==> config.mk <==
export PLATFORM = sky130hd
export DESIGN_NAME = wrr_arb
export DESIGN_NICKNAME = d
export VERILOG_FILES = /design/src/rtl/wrr_arb_pkg.sv /design/src/rtl/wrr_arb_rr_pick.sv /design/src/rtl/wrr_arb.sv
export SDC_FILE = /design/constraint.sdc
export NUM_CORES = 1
export LEC_CHECK = 0
export ABC_CLOCK_PERIOD_IN_PS = 4000
export CORE_ASPECT_RATIO = 0.75
export CORE_MARGIN = 2
export CORE_UTILIZATION = 58
export DETAILED_ROUTE_END_ITERATION = 7
export HOLD_SLACK_MARGIN = 0.03
export PLACE_DENSITY = 0.85
export SLEW_MARGIN = 20
export SYNTH_ARGS = -nofsm -noshare
export SYNTH_HDL_FRONTEND = slang
export SYNTH_SLANG_ARGS = --single-unit
==> constraint.sdc <==
create_clock -name clk -period 4 [get_ports clk]
set_input_delay 0.6 -clock clk [delete_from_list [all_inputs] [get_ports clk]]
set_output_delay 0.6 -clock clk [all_outputs]
set_load 0.05 [all_outputs]
==> src/rtl/wrr_arb_pkg.sv <==
// Shared constants for the weighted round-robin arbiter: defaults, FSM encodings, helpers.
package wrr_arb_pkg;

   localparam int unsigned NREQ_DFLT = 4;
   localparam int unsigned IDW_DFLT  = 2;
   localparam int unsigned QW_DFLT   = 4;
   localparam int unsigned QDEF_DFLT = 7;

   // One-hot FSM encodings
   localparam logic [2:0] ST_IDLE  = 3'b001;
   localparam logic [2:0] ST_GRANT = 3'b010;
   localparam logic [2:0] ST_GAP   = 3'b100;

   // Increment modulo n
   function automatic int unsigned wrap_inc(input int unsigned v, input int unsigned n);
      return ((v + 32'd1) >= n) ? 32'd0 : (v + 32'd1);
   endfunction

endpackage

==> src/rtl/wrr_arb_rr_pick.sv <==
// Rotating-priority scan: first set request bit starting at ptr, wrapping modulo NREQ.
module wrr_arb_rr_pick
   import wrr_arb_pkg::*;
#(
   parameter int unsigned NREQ = NREQ_DFLT,
   parameter int unsigned IDW  = IDW_DFLT
)(
   input  logic [NREQ-1:0] req,
   input  logic [IDW-1:0]  ptr,
   output logic            found,
   output logic [IDW-1:0]  idx
);

   logic [IDW-1:0] k;

   // Scan offsets 0..NREQ-1 from ptr; the lowest offset with a request wins
   always_comb begin
      found = 1'b0;
      idx   = '0;
      k     = '0;
      for (int unsigned i = 0; i < NREQ; i++) begin
         k = IDW'((32'(ptr) + i) % NREQ);
         if (!found && req[k]) begin
            found = 1'b1;
            idx   = k;
         end
      end
   end

endmodule

==> src/rtl/wrr_arb.sv <==
// Weighted round-robin arbiter: one owner at a time, per-requester quota, one-cycle gap between grants.
module wrr_arb
   import wrr_arb_pkg::*;
#(
   parameter int unsigned NREQ = NREQ_DFLT,
   parameter int unsigned IDW  = IDW_DFLT,
   parameter int unsigned QW   = QW_DFLT,
   parameter int unsigned QDEF = QDEF_DFLT
)(
   input  logic            clk,
   input  logic            resetl,
   input  logic [NREQ-1:0] req,
   input  logic [NREQ-1:0] rel,
   input  logic            cfg_we,
   input  logic [IDW-1:0]  cfg_idx,
   input  logic [QW-1:0]   cfg_quota,
   output logic [NREQ-1:0] gnt,
   output logic [IDW-1:0]  gnt_id,
   output logic            busy
);

   logic [2:0]      state, state_nxt;
   logic [IDW-1:0]  own, own_nxt;
   logic [IDW-1:0]  ptr, ptr_nxt;
   logic [QW-1:0]   cntr, cntr_nxt;
   logic [QW-1:0]   qlat, qlat_nxt;
   logic [NREQ-1:0] gnt_nxt;
   logic [QW-1:0]   quota [NREQ];
   logic            pick_found;
   logic [IDW-1:0]  pick_idx;
   logic            done_c;

   wrr_arb_rr_pick #(.NREQ(NREQ), .IDW(IDW)) u_pick (
      .req   (req),
      .ptr   (ptr),
      .found (pick_found),
      .idx   (pick_idx)
   );

   // Owner's turn ends at quota, on request drop, or on its own release strobe
   assign done_c = (cntr == qlat) | ~req[own] | rel[own];

   // Next-state and next-output decode
   always_comb begin
      state_nxt = state;
      own_nxt   = own;
      ptr_nxt   = ptr;
      cntr_nxt  = cntr;
      qlat_nxt  = qlat;
      gnt_nxt   = gnt;
      case (state)
         ST_IDLE, ST_GAP: begin
            gnt_nxt = '0;
            if (pick_found) begin
               state_nxt         = ST_GRANT;
               own_nxt           = pick_idx;
               cntr_nxt          = '0;
               qlat_nxt          = quota[pick_idx];
               gnt_nxt[pick_idx] = 1'b1;
            end else begin
               state_nxt = ST_IDLE;
            end
         end
         ST_GRANT: begin
            if (done_c) begin
               state_nxt = ST_GAP;
               gnt_nxt   = '0;
               ptr_nxt   = IDW'(wrap_inc(32'(own), NREQ));
            end else begin
               cntr_nxt = cntr + QW'(1);
            end
         end
         default: begin
            state_nxt = ST_IDLE;
            gnt_nxt   = '0;
         end
      endcase
   end

   // State, owner, pointer, counter and output registers
   always_ff @(posedge clk or negedge resetl) begin
      if (!resetl) begin
         state  <= ST_IDLE;
         own    <= '0;
         ptr    <= '0;
         cntr   <= '0;
         qlat   <= QW'(QDEF);
         gnt    <= '0;
         gnt_id <= '0;
         busy   <= 1'b0;
      end else begin
         state  <= state_nxt;
         own    <= own_nxt;
         ptr    <= ptr_nxt;
         cntr   <= cntr_nxt;
         qlat   <= qlat_nxt;
         gnt    <= gnt_nxt;
         gnt_id <= own_nxt;
         busy   <= |gnt_nxt;
      end
   end

   // Quota register file; out-of-range indices are dropped
   always_ff @(posedge clk or negedge resetl) begin
      if (!resetl) begin
         for (int unsigned i = 0; i < NREQ; i++) begin
            quota[i] <= QW'(QDEF);
         end
      end else if (cfg_we && (32'(cfg_idx) < NREQ)) begin
         quota[cfg_idx] <= cfg_quota;
      end
   end

endmodule
[After elaboration in Yosys (flattened, before gate mapping)]
Cells that the tools add are included.
Cells by class
  add/sub/neg operators: 5
  order comparisons: 11
  equality and inequality tests: 7
  multiplexer cells: 38
  bitwise gates (word level): 5
  reduce and logical (&&, ||, !) cells: 14
Operators with widths (count)
  4-bit 2-to-1 mux: 7
  2-bit by 3-bit less-than comparator with 1-bit output, second input constant: 6
  16-bit bitwise mux: 1
  4-bit case mux with 2 select lines: 2
  1-bit binary-select mux with 2-bit select: 6
  2-bit 2-to-1 mux: 6
  1-bit 2-to-1 mux: 11
  3-bit greater-or-equal comparator, second input constant: 3
  4-bit binary-select mux with 2-bit select: 1
  4-bit demux with 2-bit select: 1
  2-bit inequality test, second input constant: 3
  2-bit inverter with 3-bit output: 2
  3-bit case mux with 2 select lines: 1
  1-bit logical AND: 5
  2-bit adder, second input constant: 2
  4-bit by 1-bit adder with 4-bit output, second input constant: 1
  4-bit == test: 1
  2-bit AND reduction: 2
  4-bit OR reduction: 1
  2-bit by 1-bit adder with 3-bit output, second input constant: 1
  3-bit by 1-bit == test with 1-bit output, second input constant: 1
  3-bit by 2-bit == test with 1-bit output, second input constant: 1
  3-bit == test, second input constant: 1
  1-bit logical NOT: 3
  other kinds (10): 11
Storage, ports and cells
  register bits: 36
  input port bits: 17
  output and inout bits: 7

[Logic depth before layout (Yosys ltp)]
  word-level depth: 19
  gate-level depth with buffers: 7
  gate-level depth less buffers: 5

[Cells and area by module]
From an unflattened synthesis, not the netlist that was laid out.
Unflattened totals
  cell total of the unflattened synthesis: 147
  area total of the unflattened synthesis: 1730.4 um^2
Modules (own cells, without submodules)
  wrr_arb: instances 1, cells an instance 132, area each 1652.8 um^2, seq. area each 920.9 um^2
  wrr_arb_rr_pick: instances 1, cells an instance 15, area each 77.6 um^2, seq. area each 0.0 um^2

[Least setup slack after synthesis]
Ideal clock, no wire load.
  path type: reg2reg
  start: register own[0]
  end: register cntr[3]
  setup time: 79 ps
  arrival: 1861 ps
  path slack: 2060 ps
  cell stages (with the launch flop): 6
  path through: dfrtp_1 > mux4_2 > and3_1 > buf_2 > nand4_1 > mux2i_1
Between the ends
  word-level cells in the longest chain between the ends: 7
  elaborated cells between the ends (all ways): 9
  those cells by class: eq/ne: 1; mux: 4; bitwise: 3; reduce/logical: 1
RTL lines
  from (decl): line wrr_arb.sv:23  | logic [IDW-1:0] own, own_nxt;
  from (signal assigned): line wrr_arb.sv:93  | own <= own_nxt;
  1-bit binary-select mux with 2-bit select: line wrr_arb.sv:41  | assign done_c = (cntr == qlat) | ~req[own] | rel[own];
  1-bit 2-to-1 mux (not written as such): line wrr_arb.sv:41
  1-bit inverter: line wrr_arb.sv:41
  1-bit bitwise OR: line wrr_arb.sv:41
  1-bit bitwise OR (*): line wrr_arb.sv:41
  2-bit inequality test (no line) (*)
  3-bit AND reduction (no line) (*)
  to (signal assigned): line wrr_arb.sv:95  | cntr <= cntr_nxt;
  to (decl): line wrr_arb.sv:25  | logic [QW-1:0] cntr, cntr_nxt;
Every way passes the cells marked *; elsewhere a longest branch is shown, timed or not. The select of a mux whose other input is x is not followed.
A chain may end at the register's enable or synchronous reset.

[Worst setup path after layout]
  start: input port req[3]
  end: register qlat[3]
Between the ends
  word-level cells in the longest chain between the ends: 16
  elaborated cells between the ends (all ways): 27
  those cells by class: mux: 19; bitwise: 1; reduce/logical: 7
RTL lines
  from (decl): line wrr_arb.sv:12  | input logic [NREQ-1:0] req,
  1-bit binary-select mux with 2-bit select: line wrr_arb_rr_pick.sv:23  | if (!found && req[k]) begin
  1-bit 2-to-1 mux (not written as such): line wrr_arb_rr_pick.sv:23
  1-bit 2-to-1 mux: line wrr_arb_rr_pick.sv:23
  1-bit logical NOT: line wrr_arb_rr_pick.sv:23
  1-bit logical AND: line wrr_arb_rr_pick.sv:23
  1-bit 2-to-1 mux: line wrr_arb_rr_pick.sv:23
  1-bit logical NOT: line wrr_arb_rr_pick.sv:23
  1-bit logical AND: line wrr_arb_rr_pick.sv:23
  1-bit 2-to-1 mux: line wrr_arb_rr_pick.sv:23
  1-bit logical NOT: line wrr_arb_rr_pick.sv:23
  1-bit logical AND: line wrr_arb_rr_pick.sv:23
  2-bit 2-to-1 mux: line wrr_arb_rr_pick.sv:23
  2-bit inverter with 3-bit output (not written as such): line wrr_arb.sv:58  | qlat_nxt = quota[pick_idx];
  4-bit binary-select mux with 2-bit select: line wrr_arb.sv:58
  4-bit 2-to-1 mux (not written as such) (2 in series): line wrr_arb.sv:58
  to (signal assigned): line wrr_arb.sv:87  | qlat <= QW'(QDEF);
  to (signal assigned): line wrr_arb.sv:96  | qlat <= qlat_nxt;
  to (decl): line wrr_arb.sv:26  | logic [QW-1:0] qlat, qlat_nxt;
Parallel ways exist; a longest one is shown, timed or not. The select of a mux whose other input is x is not followed.

==> reports/summary.txt <==
Setup Slack @ Placement: 1.351 ns
Final number of max-transition violations: 0
Synthesized flop and latch total: 36
Final setup margin: 1.644 ns
Share of flip-flops with an asynchronous set or reset after synthesis: 100.0%
Critical hold path startpoint: gnt[0]
Layout cells sized above 1: 27.01%
Hold slack: 0.5173 ns
CTS clock-pin slew for the worst setup and hold paths: 0.07 ns
Endpoint arrival time on the critical path: 2.51 ns
Reg-to-reg startpoint: state[0]
Power density over cell area: 683.8 nW/um^2
Part of the cycle the worst path needs: 58.91%
Total instance count after detailed placement: 204
Total routing resource utilization after global routing: 23.02%
Final cell count without fillers: 212
Static power due to leakage: 0.8807 nW
CTS tree: built
Synthesized area divided by synthesized cell count: 12.22 um^2
Cell area after technology mapping: 1784 um^2
Final critical-path required period: 2.356 ns
Mean routed wirelength per cell: 15.97 um
Type of the setup path with the least slack: input pin to flop
Startpoint of the worst setup timing path: req[3]
Post-synthesis to final-layout area growth: 18.93%
Number of detailed-routing iterations run before antenna repair: 4
Pin count of the biggest net entering global routing: 22
Post-detailed-route DRC marker count: 0
DRT antenna net count: 0
Number of distinct library cells after synthesis: 36
Setup Fix Bufs, Post-CTS: 0
Number of warning messages in the yosys log: 0
Hold buffers post-CTS: 0
Share of the core filled with cells in the final layout: 72.29%
Via count of the first global-routing pass: 1211
DRC marker count from the first detailed-route iteration: 41
Highest clock frequency the design can meet: 0.4244 GHz
Ys flop type: sky130_fd_sc_hd__dfrtp_1
Hold Path Stages: 2
First-pass GRT wire length: 5747 um
Clock sink total: 36
Worst vdd rail ir drop: 0.3574 mV
Core area: 2935 um^2
Area after detailed placement: 2022 um^2
CTS-repair resized insts: 0
Root Buffer: sky130_fd_sc_hd__clkbuf_8
Starting Density: 60.78%
DIE AREA: 3541 um^2
CP Launch Type: input pin
Critical path data required time: 4.15 ns
Total Power Consumption: 1.451 mW
Total negative setup slack: 0 ns
Via density per instance: 5.722
Max-cap violations: 0
Final Wtd Congestion: 0.8711
RSZ-0062 raised after global routing: false
Die extent in x: 68.05 um
Hold Fails Final Rpt: 0
Remaining Overflow, GRT: 0
I/O Pins: 24
# port buffers: 23
Total nets after synthesis: 165
Result of the run: complete, no violations
Die extent in y: 52.04 um
Transition time at the pin with the least slew margin: 0.9310 ns
Number of rows in the core area: 17
Worst skew pair latency: 0.29 ns
Antenna diode count: 0
Maximum fanout encountered on the critical timing path: 7
Worst clock skew: 0.006779 ns
CP endpoint kind: flop
# H-tree levels: 2
Number of cells produced by synthesis: 146
Hold Crit Class: flop to flop
Final wirelength: 3385 um
Sequential area share after synthesis: 51.61%
Clock buffer count from CTS: 5
Final Instance Area: 2122 um^2
Count of flip-flops with a built-in enable after synthesis: 0
Final setup viols: 0
Total number of vias: 1213
Depth of the worst register-to-register path: 5
Sum of net half-perimeters after detailed placement: 2635 um
Slew HR: 37.74%
Antenna violations before repair: 0
Maximum number of buffers from clock root to sink: 2
# nets final: 192
-- worst max-delay path: stages --
cell and delay, ns:
sky130_fd_sc_hd__clkdlybuf4s50_1 0.58, sky130_fd_sc_hd__nor4_1 0.10, sky130_fd_sc_hd__nor3_1 0.55, sky130_fd_sc_hd__o31ai_1 0.31
sky130_fd_sc_hd__a211oi_1 0.30, sky130_fd_sc_hd__a211oi_1 0.07
-- final timing paths --
kind	to	slack (ns)
worst min register to register	gnt[0]	0.52
worst max register to register	qlat[3]	2.05
min in group asynchronous	state[2]	0.83
worst max-delay path	qlat[3]	1.64
worst min-delay path	gnt[0]	0.52
max in group asynchronous	quota[14]	2.35
-- registers in the layout, summed over array words and instances (netlist names) --
register	count
quota	16
cntr	4
gnt	4
qlat	4
state	3
own	2
ptr	2
busy	1
-- synth_stat cells, types with 4 or more instances --
library cell | n | area (um^2)
sky130_fd_sc_hd__nand2_1 | 12 | 45.04
sky130_fd_sc_hd__o21ai_0 | 5 | 25.02
sky130_fd_sc_hd__a211oi_1 | 8 | 60.06
sky130_fd_sc_hd__inv_1 | 4 | 15.01
sky130_fd_sc_hd__nand3b_1 | 4 | 30.03
sky130_fd_sc_hd__nor2b_1 | 4 | 25.02
sky130_fd_sc_hd__mux2_2 | 18 | 202.7
sky130_fd_sc_hd__mux2i_1 | 6 | 60.06
sky130_fd_sc_hd__dfstp_2 | 16 | 420.4
sky130_fd_sc_hd__nand2b_1 | 4 | 25.02
sky130_fd_sc_hd__nor3b_1 | 6 | 45.04
sky130_fd_sc_hd__xnor2_1 | 5 | 43.79
sky130_fd_sc_hd__nor2_1 | 7 | 26.28
sky130_fd_sc_hd__dfrtp_1 | 20 | 500.5
-- power by group --
| group | switching (mW) | leakage [nW] | internal [mW] | total, mW |
|---|---|---|---|---|
| clock | 0.119 | 0.0515 | 0.157 | 0.276 |
| sequential | 0.0900 | 0.424 | 0.508 | 0.598 |
| combinational | 0.332 | 0.405 | 0.245 | 0.577 |
| total | 0.541 | 0.881 | 0.910 | 1.45 |
-- logic make-up after synthesis --
kind of cell    synth area share [%]
flops                          51.61
simple gates                   15.22
fa+ha+maj                      1.402
xor+xnor                       2.454
mux                            16.83
compound gates                 8.977
buf+inv                        3.506
-- layout by cell type (no fill, tap or decap), types with 5 or more instances in the layout --
| master | instances |
|---|---|
| sky130_fd_sc_hd__dfstp_2 | 16 |
| sky130_fd_sc_hd__dfrtp_1 | 20 |
| sky130_fd_sc_hd__o21ai_0 | 5 |
| sky130_fd_sc_hd__nand2_1 | 12 |
| sky130_fd_sc_hd__mux2i_1 | 6 |
| sky130_fd_sc_hd__nor2_1 | 7 |
| sky130_fd_sc_hd__mux2_2 | 18 |
| sky130_fd_sc_hd__clkdlybuf4s50_1 | 23 |
| sky130_fd_sc_hd__a211oi_1 | 8 |
| sky130_fd_sc_hd__clkbuf_8 | 7 |
| sky130_fd_sc_hd__xnor2_1 | 5 |
| sky130_fd_sc_hd__nor3b_1 | 6 |
-- routing by layer --
metal	part of all wire (%)	vias up	track usage [%]
li1	-	583	-
met1	47	604	29.18
met2	47	19	35.28
met3	3.2	7	6.926
met4	2.1	0	12.33
met5	0	-	0
-- layout make-up --
type,instances,area [um^2]
multi-input combinational,102,800.8
tap,38,47.55
fill,209,813.3
timing repair buffer,24,237.7
clock buffer,8,100.1
inverter,4,15.01
sequential,36,920.9
Power figures use the tool's default switching activity.
